## src/rtl/cpu_types_pkg.sv

```systemverilog
// rtl/cpu_types_pkg.sv - shared CPU datapath types and hazard control encodings
package cpu_types_pkg;

    localparam int WORD_W = 32;
    localparam int REG_W  = 5;

    typedef logic [WORD_W-1:0] word_t;
    typedef logic [REG_W-1:0]  regbits_t;

    typedef enum logic [1:0] {
        RUN    = 2'd0,
        DWAIT  = 2'd1,
        HALTED = 2'd2
    } hazard_state_t;

    typedef struct packed {
        logic pc_en;
        logic ifid_en;
        logic idex_en;
        logic exmem_en;
        logic memwb_en;
        logic ifid_flush;
        logic idex_flush;
        logic exmem_flush;
    } hazard_ctrl_t;

    localparam hazard_ctrl_t CTRL_RUN      = hazard_ctrl_t'(8'b11111_000);
    localparam hazard_ctrl_t CTRL_FREEZE   = hazard_ctrl_t'(8'b00000_000);
    localparam hazard_ctrl_t CTRL_BRANCH   = hazard_ctrl_t'(8'b11111_111);
    localparam hazard_ctrl_t CTRL_LOAD_USE = hazard_ctrl_t'(8'b00111_010);
    localparam hazard_ctrl_t CTRL_IMISS    = hazard_ctrl_t'(8'b01111_100);

    // r0 is hardwired zero, so a load targeting it can never create a dependency.
    function automatic logic load_use_hit(input logic     mem_read,
                                          input regbits_t wsel,
                                          input regbits_t rs,
                                          input regbits_t rt);
        return mem_read && (wsel != '0) && ((wsel == rs) || (wsel == rt));
    endfunction

endpackage

```

## src/rtl/hazard_unit_if.sv

```systemverilog
// rtl/hazard_unit_if.sv - pipeline hazard control bundle between datapath and hazard unit
interface hazard_unit_if;
    import cpu_types_pkg::*;

    regbits_t IDrs;
    regbits_t IDrt;
    regbits_t EXwsel;
    logic     EXMemRead;
    logic     MEMbranch;
    logic     MEMdREN;
    logic     MEMdWEN;
    logic     dhit;
    logic     ihit;
    logic     WBhalt;

    logic     PCEn;
    logic     IFIDen;
    logic     IDEXen;
    logic     EXMEMen;
    logic     MEMWBen;
    logic     IFIDflush;
    logic     IDEXflush;
    logic     EXMEMflush;
    word_t    stall_cnt;
    word_t    flush_cnt;

    modport hu (
        input  IDrs, IDrt, EXwsel, EXMemRead, MEMbranch, MEMdREN, MEMdWEN, dhit, ihit, WBhalt,
        output PCEn, IFIDen, IDEXen, EXMEMen, MEMWBen, IFIDflush, IDEXflush, EXMEMflush,
        output stall_cnt, flush_cnt
    );

    modport hutb (
        output IDrs, IDrt, EXwsel, EXMemRead, MEMbranch, MEMdREN, MEMdWEN, dhit, ihit, WBhalt,
        input  PCEn, IFIDen, IDEXen, EXMEMen, MEMWBen, IFIDflush, IDEXflush, EXMEMflush,
        input  stall_cnt, flush_cnt
    );

endinterface

```

## src/rtl/event_counter.sv

```systemverilog
// rtl/event_counter.sv - 32-bit wrapping event counter with enable and async clear
import cpu_types_pkg::*;

module event_counter (
    input  logic  CLK,
    input  logic  nRST,
    input  logic  en_i,
    output word_t count_o
);

    word_t count_q;
    word_t count_d;

    // Natural modulo-2^32 overflow gives the 0xFFFFFFFF -> 0 wrap.
    always_comb begin
        count_d = count_q;
        if (en_i) begin
            count_d = count_q + word_t'(1);
        end
    end

    always_ff @(posedge CLK or negedge nRST) begin
        if (!nRST) begin
            count_q <= '0;
        end else begin
            count_q <= count_d;
        end
    end

    assign count_o = count_q;

endmodule

```

## src/rtl/hazard_unit.sv

```systemverilog
// rtl/hazard_unit.sv - five-stage pipeline stall/flush controller with performance counters
import cpu_types_pkg::*;

module hazard_unit (
    input  logic       CLK,
    input  logic       nRST,
    hazard_unit_if.hu  hif
);

    hazard_state_t state_q;
    hazard_state_t state_d;
    hazard_ctrl_t  ctrl;
    hazard_ctrl_t  ctrl_out;
    logic          dmem_wait;
    logic          load_use;
    logic          flush_ev;
    logic          stall_ev;
    word_t         stall_cnt;
    word_t         flush_cnt;

    assign dmem_wait = (hif.MEMdREN || hif.MEMdWEN) && !hif.dhit;
    assign load_use  = load_use_hit(hif.EXMemRead, hif.EXwsel, hif.IDrs, hif.IDrt);

    always_ff @(posedge CLK or negedge nRST) begin
        if (!nRST) begin
            state_q <= RUN;
        end else begin
            state_q <= state_d;
        end
    end

    // A DWAIT cycle that sees dhit is decoded exactly like RUN with the miss gone.
    always_comb begin
        ctrl     = CTRL_RUN;
        state_d  = state_q;
        flush_ev = 1'b0;
        if (state_q == HALTED) begin
            ctrl = CTRL_FREEZE;
        end else if ((state_q == DWAIT) && !hif.dhit) begin
            ctrl = CTRL_FREEZE;
        end else if (hif.WBhalt) begin
            ctrl    = CTRL_FREEZE;
            state_d = HALTED;
        end else if ((state_q == RUN) && dmem_wait) begin
            ctrl    = CTRL_FREEZE;
            state_d = DWAIT;
        end else begin
            state_d = RUN;
            if (hif.MEMbranch) begin
                ctrl     = CTRL_BRANCH;
                flush_ev = 1'b1;
            end else if (load_use) begin
                ctrl = CTRL_LOAD_USE;
            end else if (!hif.ihit) begin
                ctrl = CTRL_IMISS;
            end
        end
    end

    assign stall_ev = !ctrl.pc_en && (state_q != HALTED) && (state_d != HALTED);
    assign ctrl_out = nRST ? ctrl : CTRL_FREEZE;

    event_counter u_stall_cnt (
        .CLK     (CLK),
        .nRST    (nRST),
        .en_i    (stall_ev),
        .count_o (stall_cnt)
    );

    event_counter u_flush_cnt (
        .CLK     (CLK),
        .nRST    (nRST),
        .en_i    (flush_ev),
        .count_o (flush_cnt)
    );

    assign hif.PCEn       = ctrl_out.pc_en;
    assign hif.IFIDen     = ctrl_out.ifid_en;
    assign hif.IDEXen     = ctrl_out.idex_en;
    assign hif.EXMEMen    = ctrl_out.exmem_en;
    assign hif.MEMWBen    = ctrl_out.memwb_en;
    assign hif.IFIDflush  = ctrl_out.ifid_flush;
    assign hif.IDEXflush  = ctrl_out.idex_flush;
    assign hif.EXMEMflush = ctrl_out.exmem_flush;
    assign hif.stall_cnt  = stall_cnt;
    assign hif.flush_cnt  = flush_cnt;

endmodule

```

## src/flat_wrapper.sv

```systemverilog
// flat-port wrapper written by rule: the top's interface ports become plain ports
module hazard_unit_flat 
  (CLK, nRST, hif_IDrs, hif_IDrt, hif_EXwsel, hif_EXMemRead, hif_MEMbranch, hif_MEMdREN, hif_MEMdWEN, hif_dhit, hif_ihit, hif_WBhalt, hif_PCEn, hif_IFIDen, hif_IDEXen, hif_EXMEMen, hif_MEMWBen, hif_IFIDflush, hif_IDEXflush, hif_EXMEMflush, hif_stall_cnt, hif_flush_cnt);
  hazard_unit_if hif_i ();
  input  logic CLK;
  input  logic nRST;
  input wire logic [$bits(hif_i.IDrs)-1:0] hif_IDrs;
  input wire logic [$bits(hif_i.IDrt)-1:0] hif_IDrt;
  input wire logic [$bits(hif_i.EXwsel)-1:0] hif_EXwsel;
  input wire logic [$bits(hif_i.EXMemRead)-1:0] hif_EXMemRead;
  input wire logic [$bits(hif_i.MEMbranch)-1:0] hif_MEMbranch;
  input wire logic [$bits(hif_i.MEMdREN)-1:0] hif_MEMdREN;
  input wire logic [$bits(hif_i.MEMdWEN)-1:0] hif_MEMdWEN;
  input wire logic [$bits(hif_i.dhit)-1:0] hif_dhit;
  input wire logic [$bits(hif_i.ihit)-1:0] hif_ihit;
  input wire logic [$bits(hif_i.WBhalt)-1:0] hif_WBhalt;
  output wire logic [$bits(hif_i.PCEn)-1:0] hif_PCEn;
  output wire logic [$bits(hif_i.IFIDen)-1:0] hif_IFIDen;
  output wire logic [$bits(hif_i.IDEXen)-1:0] hif_IDEXen;
  output wire logic [$bits(hif_i.EXMEMen)-1:0] hif_EXMEMen;
  output wire logic [$bits(hif_i.MEMWBen)-1:0] hif_MEMWBen;
  output wire logic [$bits(hif_i.IFIDflush)-1:0] hif_IFIDflush;
  output wire logic [$bits(hif_i.IDEXflush)-1:0] hif_IDEXflush;
  output wire logic [$bits(hif_i.EXMEMflush)-1:0] hif_EXMEMflush;
  output wire logic [$bits(hif_i.stall_cnt)-1:0] hif_stall_cnt;
  output wire logic [$bits(hif_i.flush_cnt)-1:0] hif_flush_cnt;
  assign hif_i.IDrs = hif_IDrs;
  assign hif_i.IDrt = hif_IDrt;
  assign hif_i.EXwsel = hif_EXwsel;
  assign hif_i.EXMemRead = hif_EXMemRead;
  assign hif_i.MEMbranch = hif_MEMbranch;
  assign hif_i.MEMdREN = hif_MEMdREN;
  assign hif_i.MEMdWEN = hif_MEMdWEN;
  assign hif_i.dhit = hif_dhit;
  assign hif_i.ihit = hif_ihit;
  assign hif_i.WBhalt = hif_WBhalt;
  assign hif_PCEn = hif_i.PCEn;
  assign hif_IFIDen = hif_i.IFIDen;
  assign hif_IDEXen = hif_i.IDEXen;
  assign hif_EXMEMen = hif_i.EXMEMen;
  assign hif_MEMWBen = hif_i.MEMWBen;
  assign hif_IFIDflush = hif_i.IFIDflush;
  assign hif_IDEXflush = hif_i.IDEXflush;
  assign hif_EXMEMflush = hif_i.EXMEMflush;
  assign hif_stall_cnt = hif_i.stall_cnt;
  assign hif_flush_cnt = hif_i.flush_cnt;
  hazard_unit u_core (.CLK(CLK), .nRST(nRST), .hif(hif_i));
endmodule
```

## config.mk

```make
export PLATFORM = sky130hd
export DESIGN_NAME = hazard_unit_flat
export DESIGN_NICKNAME = d
export VERILOG_FILES = /design/src/rtl/cpu_types_pkg.sv /design/src/rtl/hazard_unit_if.sv /design/src/rtl/event_counter.sv /design/src/rtl/hazard_unit.sv /design/src/flat_wrapper.sv
export SDC_FILE = /design/constraint.sdc
export NUM_CORES = 1
export LEC_CHECK = 0
export CORE_MARGIN = 2
export CORE_UTILIZATION = 49
export CTS_BUF_LIST = sky130_fd_sc_hd__clkbuf_8
export DETAILED_ROUTE_END_ITERATION = 10
export GPL_TIMING_DRIVEN = 0
export PLACE_DENSITY = 0.83
export SETUP_SLACK_MARGIN = 0.15
export SYNTH_ARGS = -nofsm -noshare
export SYNTH_HDL_FRONTEND = slang
export SYNTH_SLANG_ARGS = --single-unit
```

## constraint.sdc

```tcl
create_clock -name CLK -period 2.3 [get_ports CLK]
set_input_delay 0.46 -clock CLK [delete_from_list [all_inputs] [get_ports CLK]]
set_output_delay 0.46 -clock CLK [all_outputs]
set_load 0.02 [all_outputs]
```

==> qor.yml <==
route:
  vias: 2781
  post-route-drc-count: 0
  drtIter0Drc: 101
  routed-wl-met3_um: 389
  routedWlPerCell_um: 15.3
  routedLengthMet1_mm: 3.34
  top_layer_used: "met4"
  drtAntennaViolNets: 0
  drt-total-wl_mm: 7.79
  avg_vias_per_cell: 5.47
  detailed_routing_iteration_count_for_the_pre_antenna_repair_pass: 6
  wl_met2_mm: 3.94
clock_network:
  tritoncts: "built"
  cts_made_buffers: 9
  clock-root-buffer: "sky130_fd_sc_hd__clkbuf_8"
  htree_levels: 3
  clk_pin_slew_worst_paths_ns: 0.07
  clock_tree.buffer_depth: 2
  numClockSinks: 66
  worst_skew_pair.late_latency_ns: 0.34
  postCtsHoldBufs: 0
global_routing:
  antenna_violations_before_repair: 0
  globalRouteOverflowTotal: 0
  grt.total_usage_pct: 21.3
  pin_count_of_the_biggest_net_entering_global_routing: 69
  wire_length_of_the_first_global_routing_pass_mm: 12.6
  first_global_vias: 2663
die:
  initial_core_util_pct: 51.2
  die-width_um: 86.2
  chipHeight_um: 86.2
  overall_die_area_um2: 7430
  num_rows: 29
  fp.coreArea_um2: 6460
  i_o_pins: 96
setup_path:
  worst-r2r-cell-count: 6
  largest_fanout_on_the_critical_path: 5
  start_kind: "primary input"
  crit_path_end_kind: "output port"
  cp.arrival_ns: 1.94
  path_class: "primary input to output port"
  cp.required_ns: 1.84
logic_synthesis:
  yosys_most_used_dff: "sky130_fd_sc_hd__dfrtp_1"
  ys_seq_area_share_pct: 49.9
  number_of_instances_in_the_synthesized_netlist: 308
  ys_types: 39
  ys_ff_latch: 66
  postSynthNetCount: 334
  synth_warnings: 0
  synthesis.area_um2: 3310
  mean_instance_size_in_the_synthesized_netlist_um2: 10.7
  synth_enable_flop_cells: 0
  ys_async_sr_fraction_pct: 100
timing:
  setup_ws_ns: -0.0984
  tns_ns: -0.210
  finalCritPeriodShare_pct: 104
  worst_slew_pin_slew_ns: 0.623
  rsz_0062_raised_after_global_routing: "yes"
  slew_headroom_pct: 58.5
  min_period_ns: 2.40
  clock.fmax_mhz: 417
  finalSetupViolations: 4
  clock_skew_ns: 0.0106
  final-max-slew-violation-count: 0
  hold_violations: 0
placed_design:
  placement.io_buffers: 95
  globalplace.congestion: 0.754
  place_ws_ns: -0.919
  detailed_place_hpwl_mm: 5.18
  placedInstanceArea_um2: 4370
finish:
  final_core_utilization_pct: 74.6
  n_antenna_cell: 0
  layout-drive-gt1-share_pct: 21.1
  fin_nets: 452
  areaGrowthSynthToFinish_pct: 45.6
  layout.cell_area.non_filler_um2: 4820
hold_path:
  min_path_type: "primary input to asynchronous set/reset pin"
power_and_ir_drop:
  p_leak_nw: 2.06
  ir_drop_uv: 398
  power_per_standard_cell_area_nw_per_um2: 498
outcome:
  status: "finished, violations left"
  failed_checks: "setup timing"
job:
  max-cap-violations: 0
[area by class of cell]
cell class | count | area, um2
Buffer | 13 | 88.8
Clock buffer | 10 | 138
Clock inverter | 6 | 57.6
Fill cell | 478 | 1640
Inverter | 7 | 26.3
Multi-Input combinational cell | 222 | 1720
Sequential cell | 66 | 1650
Tap cell | 77 | 96.3
Timing Repair Buffer | 107 | 1030
[cell families after synthesis]
family / count (synthesis) / share of synthesized area (%)
AOI/OAI and AO/OA: 12 / 3.37
xor gates and xnor gates: 72 / 19.1
buffers and inverters: 20 / 2.95
and+or+nand+nor: 134 / 23.3
adders and majority gates: 2 / 0.756
muxes: 2 / 0.680
DFF: 66 / 49.9
[worst paths after layout]
kind	startpoint	slack, ns	to
max reg2reg	u_core.u_flush_cnt.count_o[17]	0.07	u_core.u_flush_cnt.count_o[31]
min reg2reg	u_core.u_stall_cnt.count_o[31]	0.48	u_core.u_stall_cnt.count_o[31]
max in group asynchronous	nRST	1.71	u_core.u_stall_cnt.count_o[7]
max	hif_dhit	-0.1	hif_IFIDflush
min in group CLK	u_core.u_stall_cnt.count_o[31]	0.48	u_core.u_stall_cnt.count_o[31]
min	nRST	0.1	u_core.u_flush_cnt.count_o[8]
[worst max-delay path, cell delays in order]
cell and delay [ns]:
sky130_fd_sc_hd__clkdlybuf4s50_1 0.59, sky130_fd_sc_hd__nor2_4 0.08, sky130_fd_sc_hd__a211oi_4 0.23, sky130_fd_sc_hd__and2_4 0.21, sky130_fd_sc_hd__o21ai_4 0.08, sky130_fd_sc_hd__a21oi_2 0.15, sky130_fd_sc_hd__buf_6 0.14
[cells in the final DEF, fill, tap and decap left out, drive strengths merged, types with 3 or more instances in the layout]
cell type,netlist,layout
clkbuf,8,15
xor2,21,21
and2,4,4
and4,5,5
buf,5,30
inv,7,8
and3,15,15
nand3,25,25
xnor2,51,51
dfrtp,66,66
nor3,10,10
nor4,3,3
nand4,27,27
clkinv,0,4
nand2,15,15
dlygate4sd2,0,11
nor2,22,22
clkdlybuf4s50,0,67
clkdlybuf4s15,0,6
[Yosys cell counts, types with 4 or more instances]
| library cell | count | area share, % |
|---|---|---|
| sky130_fd_sc_hd__inv_1 | 7 | 0.79 |
| sky130_fd_sc_hd__nand4_1 | 27 | 5.1 |
| sky130_fd_sc_hd__and3_1 | 14 | 2.6 |
| sky130_fd_sc_hd__and4_1 | 5 | 1.3 |
| sky130_fd_sc_hd__dfrtp_1 | 66 | 50 |
| sky130_fd_sc_hd__xor2_1 | 21 | 5.6 |
| sky130_fd_sc_hd__nor3_1 | 10 | 1.5 |
| sky130_fd_sc_hd__nand2_1 | 15 | 1.7 |
| sky130_fd_sc_hd__and2_1 | 4 | 0.76 |
| sky130_fd_sc_hd__xnor2_1 | 51 | 13 |
| sky130_fd_sc_hd__nand3_1 | 23 | 3.5 |
| sky130_fd_sc_hd__clkbuf_1 | 8 | 0.91 |
| sky130_fd_sc_hd__nor2_1 | 22 | 2.5 |
[registers in the layout, indices dropped and copies added (netlist names)]
signal	flops
u_core.u_flush_cnt.count_o	32
u_core.state_q	2
u_core.u_stall_cnt.count_o	32
[power breakdown]
group,switching (W),total (W),internal (W)
Combinational,0.000135,0.000236,0.000101
Sequential,0.0000262,0.00121,0.00118
Clock,0.000435,0.000957,0.000522
[metal layers]
layer / global-route usage (%) / up-vias
li1: - / 1312
met5: 0 / -
met2: 34.5 / 84
met3: 4.38 / 12
met4: 7.53 / 0
met1: 28.7 / 1373
[metrics by stage]
step                hold WS, ns  cells  power [W]
floorplan                 0.164    308    0.00132
global placement          0.456    480    0.00145
detailed placement        0.469    480    0.00146
CTS                       0.246    501    0.00241
global route              0.147    508    0.00250
finish                   0.0969    508    0.00240
[what timing repair did]
action / 4_1_cts / 5_1_grt
buffers inserted: 5 / 7
resized for setup: 86 / 44
pin swaps: 12 / 11
setup endpoints to repair: 62 / 50
Power figures use the tool's default switching activity.
==> variant, RTL diff (config.mk and constraints unchanged) <==
Re-encode `hazard_state_t` (3 states) as one-hot, 3 bits wide.
--- a/src/rtl/cpu_types_pkg.sv
+++ b/src/rtl/cpu_types_pkg.sv
@@ -8,8 +8,8 @@
     typedef logic [REG_W-1:0]  regbits_t;
 
-    typedef enum logic [1:0] {
-        RUN    = 2'd0,
-        DWAIT  = 2'd1,
-        HALTED = 2'd2
+    typedef enum logic [2:0] {
+        RUN    = 3'b001,
+        DWAIT  = 3'b010,
+        HALTED = 3'b100
     } hazard_state_t;
 
Function: same outputs for any inputs over 10 cycles, from zero or initial values and one cycle with nRST low; not proved beyond that.
==> variant against the original RTL <==
  * The run still ends with setup timing left
  * Fmax shrank 0.89%
  * Register-to-register slack gained 0.09 ns
  * First-iteration DRC count grew 54%
  * Non-clock buffer count down 2
  * Wire length grew 11%
  * Sequential share of layout area decreased by 0.58 points
  * Sequential cell count increased by 1
  * Count of clock-buffer cells in the layout up 1
  * Clock skew decreased by 0.0024 ns
  * Area after synthesis increased by 4.9%
  * Final area grew 3.2%
  * Worst setup slack worse by 0.021 ns
  * Largest cell class unchanged
Power is not compared: it rests on default switching activity, and its combinational part moved more than twofold at a synthesized area within 25%.
==> variant: results <==
export IMPL_yosys_top_cells_count="66 x dfrtp_1, 48 x xnor2_1, 24 x xor2_1, 18 x nor2_1"
export IMPL_cp_slowest_stage_delay_ns=0.56
export IMPL_synth_area_leaders="dfrtp_1 48%, xnor2_1 12%, xor2_1 6.1%"
export IMPL_critPathSlowestCell="dfstp_2"
export IMPL_cts_buffers=9
export IMPL_clkLatencyLatePin_ns=0.34
export IMPL_yosysSeqAreaShare_pct=48.32
export IMPL_grt_use_total_pct=22.63
export IMPL_clock_skew_ns=0.008223
export IMPL_grt_max_degree=69
export IMPL_grt_pass1_vias=2883
export IMPL_async_flop_share_pct=100.0
export IMPL_nNetsFinal=465
export IMPL_p_leak_uw=0.002222
export IMPL_drt_initial_drc_count=156
export IMPL_dpl_instance_area_um2=4547
export IMPL_viasPerCell=5.410
export IMPL_maxSlewHeadroom_pct=42.79
export IMPL_yosysUniqueCellTypes=46
export IMPL_crit_path_max_fanout=4
export IMPL_setup_slack_ns=-0.1198
export IMPL_antenna_found_initial=1
export IMPL_htree_levels=3
export IMPL_synth_compound_area_share_pct=9.045
export IMPL_grt_pass1_wl_mm=13.82
export IMPL_setup_violations=7
export IMPL_clk_path_buf_depth=2
export IMPL_clockRootBuffer="clkbuf_8"
export IMPL_dr_pass1_iters=4
export IMPL_synthMuxAreaShare_pct=0.9730
export IMPL_synth_nets=350
export IMPL_irDropWorstVdd_v=0.0004372
export IMPL_layoutNonFillerInstCount=541
export IMPL_gp_congestion=0.8434
export IMPL_clk_pin_slew_ns=0.07
export IMPL_drive_above_1_share_pct=17.12
export IMPL_synth_main_ff_cell="dfrtp_1"
export IMPL_dp_cells=515
export IMPL_dp_hpwl_mm=5.964
export IMPL_avgSynthCellArea_um2=10.72
export IMPL_io_buffers=95
export IMPL_ys_warn_count=0
export IMPL_synth_xor_xnor_area_share_pct=18.16
export IMPL_cp_arrival_ns=1.96
export IMPL_outcome="finished with violations"
export IMPL_finalWirelength_mm=8.650
export IMPL_synth_fa_ha_area_share_pct=0.7207
export IMPL_hold_class="input port to async pin"
export IMPL_post_place_ws_ns=-0.9356
export IMPL_violations="setup timing"
export IMPL_swShare_pct=29.34
export IMPL_cp_top_family="flip-flops"
[variant: layer usage]
metal,part of all wire [%],global-route usage [%]
met5,0,0
met4,1.4,8.127
met3,5.5,4.524
met2,49,35.34
met1,44,31.48
[variant: kinds of logic (layout without fill, tap and decap cells)]
group                    after synthesis  count (layout)
AO/OA/AOI/OAI                         42              42
XOR/XNOR                              72              72
adder cells (fa/ha/maj)                2               2
buffers and inverters                 24             144
flip-flops                            67              67
multiplexers                           3               3
other                                  0               1
AND/OR/NAND/NOR                      114             114
[variant: power groups by stage]
stage	logic, uW	clock network [uW]	registers [uW]
global route	720	1180	1370
CTS	655	1120	1350
finish	666	1100	1360
global placement	623	0	1370
detailed placement	636	0	1370
floorplan	234	0	1450
[variant: worst paths after layout]
path	startpoint	endpoint	slack (ns)	cells past startpoint
setup reg to reg	u_core.state_q[0]	u_core.u_stall_cnt.count_o[7]	0.16	7
setup / recovery	u_core.state_q[0]	hif_IFIDen	-0.12	6
hold reg to reg	u_core.u_stall_cnt.count_o[5]	u_core.u_stall_cnt.count_o[5]	0.49	1
max in group asynchronous	nRST	u_core.u_flush_cnt.count_o[5]	1.51	1
hold / removal	nRST	u_core.u_stall_cnt.count_o[5]	0.23	1
min in group CLK	u_core.u_stall_cnt.count_o[5]	u_core.u_stall_cnt.count_o[5]	0.49	1
[variant: cell type report]
class	count	area [um^2]
fillers	509	1858
multi-input cells	233	1783
well taps	96	120.1
plain buffers	14	97.59
diodes	1	2.502
inverters	10	37.54
clock inverters	5	75.07
repair buffers	104	1028
clock buffers	11	151.4
flip-flops and latches	67	1678
[variant: worst register-to-register path, stage by stage, from the launching register on]
cell       delay, ns
dfstp_2         0.56
mux2_4          0.32
buf_4           0.15
nor3_2          0.12
o31a_1          0.26
clkbuf_4        0.26
o2111ai_1       0.18
xnor2_1         0.19
[variant: what timing repair did]
action,CTS,global route
pin swaps,8,10
setup buffers,6,2
gates cloned,0,1
gates resized for setup,59,27
endpoints found under the setup margin,19,47
[variant: per-stage QoR]
step | total power (uW) | TNS, ns | util (%) | hold slack, ns
floorplan | 1680 | 0 | - | 0.1644
global placement | 1993 | -124.26 | 66.59 | 0.4593
detailed placement | 2009 | -13.59 | 66.56 | 0.4789
CTS | 3132 | -0.9533 | 70.82 | 0.2625
global route | 3264 | -1.195 | 72.80 | 0.3028
finish | 3126 | -0.6536 | 72.80 | 0.2303
